--- src/rtl/ifetch_queue_if.sv ---
// Fetch-queue bundle: instruction-memory read port, decode-side head port
// and the branch redirect.
interface ifetch_queue_if;
  logic        mem_read;
  logic [15:0] mem_address;
  logic        mem_resp;
  logic [15:0] mem_rdata;
  logic        inst_valid;
  logic [15:0] inst;
  logic [15:0] inst_pc;
  logic        inst_ready;
  logic        redirect;
  logic [15:0] redirect_pc;

  modport master (
    output mem_read, mem_address, inst_valid, inst, inst_pc,
    input  mem_resp, mem_rdata, inst_ready, redirect, redirect_pc
  );

  modport slave (
    input  mem_read, mem_address, inst_valid, inst, inst_pc,
    output mem_resp, mem_rdata, inst_ready, redirect, redirect_pc
  );
endinterface

--- src/rtl/ifetch_queue.sv ---
// Instruction prefetch queue: fetches sequential halfwords into a small FIFO
// and restarts from a new PC on redirect.
module ifetch_queue #(
  parameter int          DEPTH    = 4,
  parameter logic [15:0] RESET_PC = 16'h0000
) (
  input  logic                   clk,
  input  logic                   rst,
  ifetch_queue_if.master         bus,
  output logic [$clog2(DEPTH):0] count
);

  localparam int PTR_W = $clog2(DEPTH);
  localparam logic [PTR_W:0] FULL_CNT = DEPTH[PTR_W:0];

  typedef enum logic {FETCH, SQUASH} state_t;

  state_t           state_q, state_d;
  logic [15:0]      fpc;
  logic [PTR_W-1:0] head, tail;
  logic [PTR_W:0]   cnt;
  logic             mem_read, push, pop;

  logic [15:0] pc_mem   [DEPTH];
  logic [15:0] word_mem [DEPTH];

  // NOTE: every always_comb output gets a default first so no latch is inferred.
  always_comb begin
    state_d  = state_q;
    mem_read = 1'b0;
    // rst gates the request directly: the registers already read FETCH/0 while held in reset.
    if (!rst && state_q == FETCH && cnt != FULL_CNT)
      mem_read = 1'b1;
    if (bus.redirect)
      state_d = SQUASH;
    else if (state_q == SQUASH)
      state_d = FETCH;
  end

  assign push = mem_read && bus.mem_resp && !bus.redirect;
  assign pop  = (cnt != '0) && bus.inst_ready && !bus.redirect;

  // NOTE: sequential state uses non-blocking assignments only.
  always_ff @(posedge clk or posedge rst) begin
    if (rst) state_q <= FETCH;
    else     state_q <= state_d;
  end

  always_ff @(posedge clk or posedge rst) begin
    if (rst) begin
      fpc  <= RESET_PC;
      head <= '0;
      tail <= '0;
      cnt  <= '0;
    end else if (bus.redirect) begin
      fpc  <= bus.redirect_pc & 16'hFFFE;
      head <= '0;
      tail <= '0;
      cnt  <= '0;
    end else begin
      if (push) begin
        fpc  <= fpc + 16'd2;
        tail <= tail + 1'b1;
      end
      if (pop)
        head <= head + 1'b1;
      case ({push, pop})
        2'b10:   cnt <= cnt + 1'b1;
        2'b01:   cnt <= cnt - 1'b1;
        default: cnt <= cnt;
      endcase
    end
  end

  // NOTE: entry storage has no reset; cnt alone decides which entries are live.
  always_ff @(posedge clk) begin
    if (push) begin
      pc_mem[tail]   <= fpc;
      word_mem[tail] <= bus.mem_rdata;
    end
  end

  assign bus.mem_read    = mem_read;
  assign bus.mem_address = fpc;
  assign bus.inst_valid  = (cnt != '0);
  assign bus.inst        = word_mem[head];
  assign bus.inst_pc     = pc_mem[head];
  assign count           = cnt;

endmodule

--- src/flat_wrapper.sv ---
// flat-port wrapper written by rule: the top's interface ports become plain ports
module ifetch_queue_flat 
#(
  parameter int          DEPTH    = 4,
  parameter logic [15:0] RESET_PC = 16'h0000
)
  (clk, rst, count, bus_mem_read, bus_mem_address, bus_inst_valid, bus_inst, bus_inst_pc, bus_mem_resp, bus_mem_rdata, bus_inst_ready, bus_redirect, bus_redirect_pc);
  ifetch_queue_if bus_i ();
  input  logic clk;
  input  logic rst;
  output logic [$clog2(DEPTH):0] count;
  output wire logic [$bits(bus_i.mem_read)-1:0] bus_mem_read;
  output wire logic [$bits(bus_i.mem_address)-1:0] bus_mem_address;
  output wire logic [$bits(bus_i.inst_valid)-1:0] bus_inst_valid;
  output wire logic [$bits(bus_i.inst)-1:0] bus_inst;
  output wire logic [$bits(bus_i.inst_pc)-1:0] bus_inst_pc;
  input wire logic [$bits(bus_i.mem_resp)-1:0] bus_mem_resp;
  input wire logic [$bits(bus_i.mem_rdata)-1:0] bus_mem_rdata;
  input wire logic [$bits(bus_i.inst_ready)-1:0] bus_inst_ready;
  input wire logic [$bits(bus_i.redirect)-1:0] bus_redirect;
  input wire logic [$bits(bus_i.redirect_pc)-1:0] bus_redirect_pc;
  assign bus_mem_read = bus_i.mem_read;
  assign bus_mem_address = bus_i.mem_address;
  assign bus_inst_valid = bus_i.inst_valid;
  assign bus_inst = bus_i.inst;
  assign bus_inst_pc = bus_i.inst_pc;
  assign bus_i.mem_resp = bus_mem_resp;
  assign bus_i.mem_rdata = bus_mem_rdata;
  assign bus_i.inst_ready = bus_inst_ready;
  assign bus_i.redirect = bus_redirect;
  assign bus_i.redirect_pc = bus_redirect_pc;
  ifetch_queue #(.DEPTH(DEPTH), .RESET_PC(RESET_PC)) u_core (.clk(clk), .rst(rst), .bus(bus_i), .count(count));
endmodule
--- config.mk ---
export PLATFORM = sky130hd
export DESIGN_NAME = ifetch_queue_flat
export DESIGN_NICKNAME = d
export VERILOG_FILES = /design/src/rtl/ifetch_queue_if.sv /design/src/rtl/ifetch_queue.sv /design/src/flat_wrapper.sv
export SDC_FILE = /design/constraint.sdc
export NUM_CORES = 1
export LEC_CHECK = 0
export BUFFER_PORTS_ARGS = -buffer_cell sky130_fd_sc_hd__clkbuf_2
export CORE_ASPECT_RATIO = 1.1
export CORE_MARGIN = 1.5
export CORE_UTILIZATION = 55
export CTS_CLUSTER_DIAMETER = 200
export DETAILED_ROUTE_END_ITERATION = 6
export PLACE_DENSITY = 0.8
export SYNTH_ARGS = -nofsm -noshare
export SYNTH_HDL_FRONTEND = slang
export SYNTH_SLANG_ARGS = --single-unit
--- constraint.sdc ---
create_clock -name clk -period 2.7 [get_ports clk]
set_input_delay 0.54 -clock clk [delete_from_list [all_inputs] [get_ports clk]]
set_output_delay 0.54 -clock clk [all_outputs]
set_load 0.02 [all_outputs]
==> summary.md <==
| Metric | Value |
|---|---|
| Post-DP Area | `0.006449 mm2` |
| RSZ-0062 raised after global routing | `no` |
| Core ar. | `0.01034 mm2` |
| Sink Count | `147` |
| Vias post-DR | `3142` |
| Hold Vio Cnt, Final | `0` |
| Post-Synthesis Mean Instance Area | `18.84 um2` |
| Design Area, Final | `0.007033 mm2` |
| Setup Fix Bufs, Post-CTS | `0` |
| Root buf cell | `clkbuf_16` |
| Worst slew margin | `0.3968` |
| Tcrit/Tclk final | `0.9092` |
| Number of port buffers | `86` |
| Commonest cells after routing, fill and taps aside | `edfxtp_1 (124), clkbuf_2 (86), mux4_2 (31)` |
| Data arrival, critical path | `1910 ps` |
| Max-cap violation count | `0` |
| Die ar. | `0.01124 mm2` |
| CTS tree | `yes` |
| DR WL/cell | `18.67 um` |
| Clock skew | `9.332 ps` |
| Ports | `90` |
| Post-synth EDFFs | `124` |
| Vias per Instance | `5.571` |
| Setup TNS Final | `0 ps` |
| Maximum vdd drop | `599.6 uV` |
| Required @ worst endpoint | `2160 ps` |
| # rows | `39` |
| Worst Path Max Fanout | `20` |
| Top_reg_cell synth | `edfxtp_1` |
| GRT overflow | `0` |
| Seq/Total Area, Yosys | `0.7362` |
| Synth top area share | `0.6377` |
| First-pass GRT wire length | `17.18 mm` |
| Final non-filler cell total | `564` |
| HPWL Detailed | `6.452 mm` |
| GP Congestion | `0.8316` |
| Synthesis-to-layout area growth | `20.44%` |
| Die Wd | `101.2 um` |
| Final wirelength | `10.53 mm` |
| Layout cells sized above 1 | `0.3872` |
| Fill cells | `699` |
| Power density cells | `816.6 mW/mm2` |
| Fmax | `407.4 MHz` |
| Total GRT Usage | `0.2088` |
| Die height | `111.1 um` |
| Pin count of the biggest net entering global routing | `32` |
| TritonCTS buffer count | `17` |
| Worst slew pin tran | `903.8 ps` |
| Setup crit end kind | `output port` |
| CTS H-tree lvls | `4` |
| CTS clk-pin slew, worst paths | `60 ps` |
| Initial antenna violation count | `0` |
| Vias in the first global route | `3293` |
| Worst-Skew Late Latency | `410 ps` |
| Min Tclk post-route | `2455 ps` |
| First-pass DRT Iterations | `4` |
| # DRC | `0` |
| Hold-fix buffers at CTS | `0` |
| Asr flop ratio synth | `0.1565` |
| Synthesis-stage register bit count | `147` |
| Leakage Power | `2.511 nW` |
| Initial cell density of the core | `0.5645` |
| Initial DRC count | `150` |
| Power, Total | `5.743 mW` |
| Area contributors post-synth | `edfxtp_1 (64%), mux4_2 (12%), dfrtp_1 (9.9%), ha_1 (1.1%), o21ai_0 (1.0%)` |
| Most common cell after layout, fill and taps aside | `edfxtp_1` |
| Final setup viols | `0` |
| CTS resizes | `0` |
| Synth Cell Area | `0.005839 mm2` |
| Gate Count Post-Synth | `310` |
| Synth warn | `0` |
| ANT nets after route | `0` |
| Count of cell types in the netlist | `39` |
| Worst min-delay path class | `in2reg` |
| Kind of critical path | `reg2out` |
| Final slew viol count | `0` |
| Dpl cells | `532` |
| CP Launch Type | `register` |
| Nets | `451` |
| Dominant cell type by area after synthesis | `edfxtp_1` |
| Bufs on Longest Clock Path | `2` |
| Outcome | `completed` |
| Antenna diodes | `0` |
## worst max-delay path: stages, from the launching register on
cell and delay (ps):
dfrtp_2 360, buf_4 380, mux4_2 580, clkbuf_2 170
## where the power goes
group	switching (mW)	internal, mW	total [mW]
clock network	0.835	1.43	2.26
logic	0.482	0.353	0.835
registers	0.0986	2.55	2.64
## final timing paths
check	from	end	slack, ps	depth (start not counted)
max reg2reg	u_core.count[0]	u_core.count[2]	290	6
min	bus_redirect_pc[1]	u_core.bus.mem_address[1]	340	3
max	u_core.head[0]	bus_inst_pc[6]	250	3
max in group asynchronous	rst	u_core.head[0]	1730	2
min reg2reg	u_core.tail[1]	u_core.tail[1]	590	2
min in group asynchronous	rst	u_core.count[2]	350	2
## synthesized netlist by cell type (all sizes together), types with 2 or more instances
cell type,instances
edfxtp,124
mux4,31
dfrtp,23
nand2,15
nor2,13
o21ai,12
buf,7
clkbuf,6
xnor2,6
xor2,6
a31oi,5
and2,5
ha,5
inv,5
nand2b,4
nand3,4
nand4,4
o31a,4
or3,4
mux2i,3
nor4,3
or3b,3
and4,2
mux2,2
nor2b,2
nor3,2
## through the flow
stage / worst slack, ps / hold slack [ps] / util
2_1_floorplan: 266.4 / 538.2 / -
3_3_place_gp: 323.3 / 560.0 / 0.6234
3_5_place_dp: 296.3 / 582.7 / 0.6234
4_1_cts: 191.5 / 323.4 / 0.6799
5_1_grt: 150.3 / 336.6 / 0.6799
6_report: 245.1 / 340.2 / 0.6799
## cells by family after synthesis
logic type      count (synthesis)  share of synthesized area
simple gates                   66                    0.06300
buf+inv                        18                    0.01350
other cells                     1                  0.0006422
compound gates                 24                    0.02593
mux                            36                     0.1286
fa+ha+maj                       6                    0.01414
xor+xnor                       12                    0.01800
flops                         147                     0.7362
## sequential cells by signal, summed over array words and instances (netlist names)
signal and cells:
u_core.head 2, u_core.word_mem 64, u_core.bus.mem_address 15, u_core.state_q 1, u_core.pc_mem 60, u_core.tail 2, u_core.count 3
## per-layer routing
metal	GRT usage	up-vias	part of all wire
met2	0.3298	105	0.52
met5	0	-	0
met3	0.06368	15	0.051
li1	-	1438	-
met4	0.07130	0	0.017
met1	0.2788	1584	0.41
## area by class of cell
class / instances / area [um2] / area share
sequential: 147 / 4300 / 0.6115
tap: 143 / 178.9 / 0.02544
multi-input combinational: 146 / 1470 / 0.2090
timing repair buffer: 91 / 480.5 / 0.06832
inverter: 5 / 18.77 / 0.002669
clock inverter: 9 / 106.4 / 0.01512
clock buffer: 23 / 478.0 / 0.06796
No activity file was read; power rests on OpenSTA's default activity.
